### config.mk
export PLATFORM = sky130hd
export DESIGN_NAME = counter_sequencer
export DESIGN_NICKNAME = d
export VERILOG_FILES = /design/src/rtl/counter_sequencer.sv
export SDC_FILE = /design/constraint.sdc
export NUM_CORES = 1
export LEC_CHECK = 0
export ABC_AREA = 1
export CELL_PAD_IN_SITES_DETAIL_PLACEMENT = 0
export CELL_PAD_IN_SITES_GLOBAL_PLACEMENT = 2
export CORE_AREA = 2 2 89 91
export CTS_CLUSTER_DIAMETER = 60
export DETAILED_ROUTE_END_ITERATION = 6
export DIE_AREA = 0 0 91 93
export PLACE_DENSITY = 0.83
export SLEW_MARGIN = 20
export SYNTH_ARGS = -nofsm -noshare
export SYNTH_HDL_FRONTEND = slang
export SYNTH_SLANG_ARGS = --single-unit
### constraint.sdc
create_clock -name clock_i -period 5.13 [get_ports clock_i]
set_input_delay 0.7695 -clock clock_i [delete_from_list [all_inputs] [get_ports clock_i]]
set_output_delay 0.7695 -clock clock_i [all_outputs]
set_load 0.05 [all_outputs]
### src/rtl/counter_sequencer.sv
// Burst sequencer that drives a counter's enable: a configurable number of
// bursts, each holding enable high for run_len cycles, separated by pause_len
// low cycles, with abort, reject and completion status pulses.
module counter_sequencer #(
  parameter int LEN_BITWIDTH   = 8,
  parameter int BURST_BITWIDTH = 4
) (
  input  logic                      clock_i,
  input  logic                      reset_i,
  input  logic                      start_i,
  input  logic                      abort_i,
  input  logic [LEN_BITWIDTH-1:0]   run_len_i,
  input  logic [LEN_BITWIDTH-1:0]   pause_len_i,
  input  logic [BURST_BITWIDTH-1:0] bursts_i,
  output logic                      enable_o,
  output logic                      busy_o,
  output logic                      done_o,
  output logic                      aborted_o,
  output logic                      error_o,
  output logic [BURST_BITWIDTH-1:0] burst_cnt_o
);

  typedef enum logic [1:0] {
    IDLE  = 2'd0,
    RUN   = 2'd1,
    PAUSE = 2'd2,
    DONE  = 2'd3
  } state_t;

  localparam logic [LEN_BITWIDTH-1:0]   LEN_ZERO   = {LEN_BITWIDTH{1'b0}};
  localparam logic [LEN_BITWIDTH-1:0]   LEN_ONE    = {{(LEN_BITWIDTH-1){1'b0}}, 1'b1};
  localparam logic [BURST_BITWIDTH-1:0] BURST_ZERO = {BURST_BITWIDTH{1'b0}};
  localparam logic [BURST_BITWIDTH-1:0] BURST_ONE  = {{(BURST_BITWIDTH-1){1'b0}}, 1'b1};

  state_t                    state_r,     state_s;
  logic [LEN_BITWIDTH-1:0]   run_len_r,   run_len_s;
  logic [LEN_BITWIDTH-1:0]   pause_len_r, pause_len_s;
  logic [BURST_BITWIDTH-1:0] bursts_r,    bursts_s;
  logic [LEN_BITWIDTH-1:0]   cyc_cnt_r,   cyc_cnt_s;
  logic [BURST_BITWIDTH-1:0] burst_cnt_r, burst_cnt_s;
  logic                      enable_r,    enable_s;
  logic                      busy_r;
  logic                      done_r,      done_s;
  logic                      aborted_r,   aborted_s;
  logic                      error_r,     error_s;
  logic [BURST_BITWIDTH-1:0] burst_inc_s;

  // Count of completed bursts once the current burst finishes.
  always_comb begin
    burst_inc_s = burst_cnt_r + BURST_ONE;
  end

  // Next-state and next-output decode. cyc_cnt_r holds the 1-based index of
  // the current enabled (RUN) or idle (PAUSE) cycle, so it never exceeds the
  // programmed length and cannot wrap. RUN with enable_r low only happens in
  // the single latency cycle right after a start is accepted.
  always_comb begin
    state_s     = state_r;
    run_len_s   = run_len_r;
    pause_len_s = pause_len_r;
    bursts_s    = bursts_r;
    cyc_cnt_s   = cyc_cnt_r;
    burst_cnt_s = burst_cnt_r;
    enable_s    = enable_r;
    done_s      = 1'b0;
    aborted_s   = 1'b0;
    error_s     = 1'b0;
    case (state_r)
      IDLE: begin
        enable_s = 1'b0;
        if (start_i && !abort_i) begin
          if ((run_len_i != LEN_ZERO) && (bursts_i != BURST_ZERO)) begin
            run_len_s   = run_len_i;
            pause_len_s = pause_len_i;
            bursts_s    = bursts_i;
            burst_cnt_s = BURST_ZERO;
            cyc_cnt_s   = LEN_ZERO;
            state_s     = RUN;
          end else begin
            error_s = 1'b1;
          end
        end else begin
          state_s = IDLE;
        end
      end
      RUN: begin
        if (abort_i) begin
          state_s   = IDLE;
          enable_s  = 1'b0;
          aborted_s = 1'b1;
        end else if (!enable_r) begin
          enable_s  = 1'b1;
          cyc_cnt_s = LEN_ONE;
        end else if (cyc_cnt_r == run_len_r) begin
          burst_cnt_s = burst_inc_s;
          cyc_cnt_s   = LEN_ONE;
          if (burst_inc_s == bursts_r) begin
            state_s  = DONE;
            enable_s = 1'b0;
            done_s   = 1'b1;
          end else if (pause_len_r != LEN_ZERO) begin
            state_s  = PAUSE;
            enable_s = 1'b0;
          end else begin
            state_s  = RUN;
            enable_s = 1'b1;
          end
        end else begin
          cyc_cnt_s = cyc_cnt_r + LEN_ONE;
          enable_s  = 1'b1;
        end
      end
      PAUSE: begin
        if (abort_i) begin
          state_s   = IDLE;
          enable_s  = 1'b0;
          aborted_s = 1'b1;
        end else if (cyc_cnt_r == pause_len_r) begin
          state_s   = RUN;
          enable_s  = 1'b1;
          cyc_cnt_s = LEN_ONE;
        end else begin
          cyc_cnt_s = cyc_cnt_r + LEN_ONE;
          enable_s  = 1'b0;
        end
      end
      DONE: begin
        state_s  = IDLE;
        enable_s = 1'b0;
      end
      default: begin
        state_s  = IDLE;
        enable_s = 1'b0;
      end
    endcase
  end

  // State, latched configuration and registered outputs.
  always_ff @(posedge clock_i) begin
    if (reset_i) begin
      state_r     <= IDLE;
      run_len_r   <= LEN_ZERO;
      pause_len_r <= LEN_ZERO;
      bursts_r    <= BURST_ZERO;
      cyc_cnt_r   <= LEN_ZERO;
      burst_cnt_r <= BURST_ZERO;
      enable_r    <= 1'b0;
      busy_r      <= 1'b0;
      done_r      <= 1'b0;
      aborted_r   <= 1'b0;
      error_r     <= 1'b0;
    end else begin
      state_r     <= state_s;
      run_len_r   <= run_len_s;
      pause_len_r <= pause_len_s;
      bursts_r    <= bursts_s;
      cyc_cnt_r   <= cyc_cnt_s;
      burst_cnt_r <= burst_cnt_s;
      enable_r    <= enable_s;
      busy_r      <= (state_s != IDLE);
      done_r      <= done_s;
      aborted_r   <= aborted_s;
      error_r     <= error_s;
    end
  end

  assign enable_o    = enable_r;
  assign busy_o      = busy_r;
  assign done_o      = done_r;
  assign aborted_o   = aborted_r;
  assign error_o     = error_r;
  assign burst_cnt_o = burst_cnt_r;

endmodule

**Yosys cells after proc, flatten, opt, wreduce, memory -nomap -nowiden**

Index checks and enable logic that the tools add are counted.

- Bits of input ports: 24
- Bits in registers: 39
- Output and inout port bits: 9
- Logic and storage cells: 84

- Eq/ne operators: 12
- Bitwise operators: 6
- Reductions and logical operators: 18
- Add/subtract/negate cells: 2
- Multiplexer cells: 35

Operators by type and width:

| cell | count |
|---|---|
| two-way mux 8 bit | 7 |
| one-hot mux 8 bit (3 select lines) | 1 |
| two-way mux 4 bit | 5 |
| two-way mux 2 bit | 9 |
| == test 8 bit | 2 |
| nonzero test 8 bit | 2 |
| inequality test 2 bit (second input constant) | 6 |
| two-way mux 1 bit | 10 |
| adder 8 x 1 -> 8 bit (second input constant) | 1 |
| one-hot mux 2 bit (4 select lines) | 1 |
| one-hot mux 4 bit (2 select lines) | 1 |
| NOT 1 bit | 6 |
| AND reduction 6 bit | 1 |
| OR reduction 2 bit | 3 |
| AND reduction 5 bit | 1 |
| OR reduction 5 bit | 1 |
| adder 4 x 1 -> 4 bit (second input constant) | 1 |
| == test 2 bit (second input constant) | 2 |
| == test 4 bit | 1 |
| nonzero test 2 bit | 2 |
| nonzero test 4 bit | 1 |
| one-hot mux 1 bit (3 select lines) | 1 |
| AND reduction 3 bit | 1 |
| nonzero test 3 bit | 1 |
| other kinds (5) | 6 |

**Depth between registers and ports, before layout**

- Depth after elaboration: 8
- Depth in mapped cells: 15
- Mapped depth without buffers: 15

**Least setup slack after synthesis**

OpenSTA, ideal clock, no wires.

- Path type: reg2reg
- Start point: reg burst_cnt_r[0] (netlist: burst_cnt_o[0])
- End point: reg busy_r (netlist: busy_o)
- Buffers on the path: 0
- Library setup time: 0.114 ns
- Required time: 5.016 ns
- Stages on the path, launching flop included: 13
- Arrival time: 1.758 ns
- Slack: 3.259 ns
- Path through: dfxtp_1 ha_1 xnor2_1 nand2_1 nor2_1 nand2_1 nand4_1 nand2_1 nand2_1 nand2_1 nand2_1 nand2_1 nand2_1

- Cells in the longest elaborated chain, start to end: 8

RTL lines:

| item | line | text |
|---|---|---|
| from (decl) | 40 | `logic [BURST_BITWIDTH-1:0] burst_cnt_r, burst_cnt_s;` |
| from (signal assigned) | 158 | `burst_cnt_r <= burst_cnt_s;` |
| adder 4 x 1 -> 4 bit | 50 | `burst_inc_s = burst_cnt_r + BURST_ONE;` |
| == test 4 bit | 97 | `if (burst_inc_s == bursts_r) begin` |
| two-way mux 2 bit | 97 |  |
| two-way mux 2 bit | 94 | `end else if (cyc_cnt_r == run_len_r) begin` |
| two-way mux 2 bit | 91 | `end else if (!enable_r) begin` |
| two-way mux 2 bit | 87 | `if (abort_i) begin` |
| one-hot mux 2 bit (4 select lines) | 68 | `case (state_r)` |
| nonzero test 2 bit | 160 | `busy_r <= (state_s != IDLE);` |
| to (signal assigned) | 160 |  |
| to (decl) | 42 | `logic busy_r;` |

Every way passes these cells.
A chain may end at the register's enable or synchronous reset.

**Worst setup path after layout**

- Start point: in abort_i
- End point: reg pause_len_r[0]

- Cells in the longest elaborated chain, start to end: 3

RTL lines:

| item | line | text |
|---|---|---|
| from (decl) | 11 | `input logic abort_i,` |
| logical NOT 1 bit | 71 | `if (start_i && !abort_i) begin` |
| logical AND 1 bit | 71 |  |
| AND reduction 3 bit (no source line) | -- |  |
| to (signal assigned) | 155 | `pause_len_r <= pause_len_s;` |
| to (decl) | 37 | `logic [LEN_BITWIDTH-1:0] pause_len_r, pause_len_s;` |

Every way passes these cells.

==> impl_metrics.tcl <==
set metrics [dict create \
    status "completed" \
    max-vdd-ir-drop_mv 0.0930 \
    synth_cell_types 31 \
    cts_tree "yes" \
    stdcell_area_sq_mm 0.00278 \
    antenna_found_initial 0 \
    core-area_sq_mm 0.00753 \
    wirelength_microns 5900 \
    drc 0 \
    fin_cells 486 \
    rsz0062_at_grt "no" \
    pin_count 33 \
    drtAntennaViolNets 0 \
    yosysTopAreaCellShare_pct 34.2 \
    rows 32 \
    worst_setup_path_end_kind "register" \
    synth-compound-area-share_pct 16.1 \
    cts_root_buffer "clkbuf_8" \
    synth_edf_count 0 \
    dp_cells 478 \
    die_h_microns 93 \
    die_width_microns 91 \
    power_mw 0.733 \
    cpMostUsedCell "nor2_2" \
    wire_per_inst_microns 12.1 \
    fmax_mhz 326 \
    yosysMostFrequentCell "nand2_1" \
    fin_crit_sh_pct 59.7 \
    setup_viol 0 \
    via_per_inst 4.55 \
    synthSimpleGateAreaFrac_pct 33.4 \
    multi_input_area_sq_mm 0.00124 \
    start_kind "input pin" \
    gr-total-overflow 0 \
    skew_ns 0.00925 \
    power.density_mw_per_mm2 264 \
    worstPathArrival_ns 3.22 \
    holdBufCountCts 0 \
    drt_iter0_drc 95 \
    htreeDepth 2 \
    synthTopCellsByArea "dfxtp_1, nand2_1, inv_1" \
    synth_top_area_cell "dfxtp_1" \
    clkPwrFrac_pct 37.4 \
    p_leak_nw 1.15 \
    seq_power_share_pct 44.5 \
    intPower_mw 0.526 \
    grt_pass1_vias 2076 \
    slew_violations 0 \
    yosysSeqAreaShare_pct 34.2 \
    max-cap-violations 0 \
    ff_latch_area_sq_um 781 \
    worstSetupPathType "in2reg" \
    dp_hpwl_microns 4450 \
    dr.pass1.iters 4 \
    timing.reg2reg.setup_slack_ns 2.63 \
    path_max_fanout 38 \
    clock_latency_ns 0.29 \
    worst_slew_margin_rel_pct 41.5 \
    start_util_pct 30.3 \
    grt_usage_pct 14.7 \
    fill_cells 870 \
    die_area_sq_mm 0.00846 \
    grt_pass1_wl_microns 10100 \
    ctsResizeCount 0 \
    required_ns 5.28 \
    tightest_slew_ns 0.873 \
    async_reset_ff_share_pct 0 \
    synthAdderAreaFrac_pct 3.29 \
    cpPeakStageDelay_ns 0.74 \
    path_cells "clkdlybuf4s50_1, nor2_2, nand2_1, nor2_2, clkinv_1, o21ai_0, a21oi_1" \
    synth_mux_area_share_pct 0 \
    place_congestion 0.784 \
    io_buffers 32 \
    synth_common_cells "nand2_1, inv_1, dfxtp_1" \
    syn_area_sq_mm 0.00228 \
    setup_tns_ns 0 \
    ys_warn_count 0 \
    post_cts_buffers 0 \
    syn_nets 383 \
    switchingPower_mw 0.207 \
    postSynthAreaPerCell_sq_um 6.46 \
    slowest_stage "clkinv_1" \
    combPwrFrac_pct 18.1 \
    antenna_cells 0 \
    drive_above_1_share_pct 7.29 \
    syn_inst 353 \
    layout_min_cycle_time_ns 3.06 \
    sw_frac_of_total_pct 28.3 \
    yosys_register_bits 39 \
    cts_sinks 39 \
    via_count 2210 \
    area_growth_pct 21.9 \
    ys.flop_type "dfxtp_1" \
    synth_xor_area_share_pct 1.54 \
    layout.nets 413 \
    hold_slack_ns 0.472 \
    cts_buffers 5 \
    synth_top_family_by_area "simple AND/OR/NAND/NOR gates" \
    postPlaceCellArea_sq_mm 0.00266 \
    hold_class "reg2reg" \
    clkSlewWorstSetupHoldPaths_ns 0.08 \
    grt_start_max_net_pins 39 \
    final-hold-violation-count 0 \
    clockBufferDepth 2 \
]
state kept, by name (all words and copies together) (netlist names):
signal	count
error_o	1
pause_len_r	8
busy_o	1
done_o	1
state_r	2
enable_o	1
bursts_r	4
aborted_o	1
burst_cnt_o	4
run_len_r	8
cyc_cnt_r	8
area by class of cell:
type,instances,share of cell area (%)
well taps,102,4.59
flip-flops and latches,39,28.1
clock buffers,6,2.97
repair buffers,32,11.5
clock inverters,2,1.26
multi-input cells,253,44.5
inverters,52,7.06
cells by family after synthesis:
group / count (synthesis)
buffers and inverters: 61
XOR/XNOR: 4
AO/OA/AOI/OAI: 69
adder cells (fa/ha/maj): 6
flip-flops: 39
AND/OR/NAND/NOR: 174
worst max-delay path: cells and delay by family:
family	cells	cell delay (ns)
AOI/OAI and AO/OA	2	0.56
and+or+nand+nor	3	0.58
buffers and inverters	2	1.28
path summary, 6_finish.rpt:
| kind | from | end | cells after the start |
|---|---|---|---|
| setup / recovery | abort_i | pause_len_r[0] | 7 |
| hold / removal | run_len_r[7] | run_len_r[7] | 2 |
| setup reg to reg | state_r[0] | pause_len_r[0] | 7 |
| hold reg to reg | run_len_r[7] | run_len_r[7] | 2 |
per-stage QoR:
stage,setup WS (ns),util [%]
4_1_cts,2.36,37.0
3_5_place_dp,2.07,35.4
2_1_floorplan,3.26,-
6_report,2.07,37.0
3_3_place_gp,2.08,35.4
5_1_grt,1.58,37.0
routing by layer:
metal	up-vias	track usage, %	wire, microns
met5	-	0	0
met4	0	3.79	54
met3	4	2.50	144
met2	22	24.9	2780
met1	998	19.5	2920
li1	1186	-	-
power groups by stage:
stage	clock network (mW)	logic, mW	registers [mW]
finish	0.274	0.133	0.326
global route	0.293	0.151	0.328
CTS	0.280	0.135	0.327
detailed placement	0	0.134	0.334
global placement	0	0.134	0.333
floorplan	0	0.0810	0.341
cell usage in the layout, fill, tap and decap left out, drive strengths merged:
cell type        n
o211ai           2
nand3           14
clkdlybuf4s50   32
o2111a           1
o21ai           33
clkbuf           6
xor2             3
nor2            37
inv             50
bufinv           1
and2             2
nand3b           1
ha               6
nand4           10
nor3             1
xnor2            1
dfxtp           39
nand2          107
clkinv           3
nor4             2
a21oi           33
Note: power is estimated with default switching activity, not from simulation.
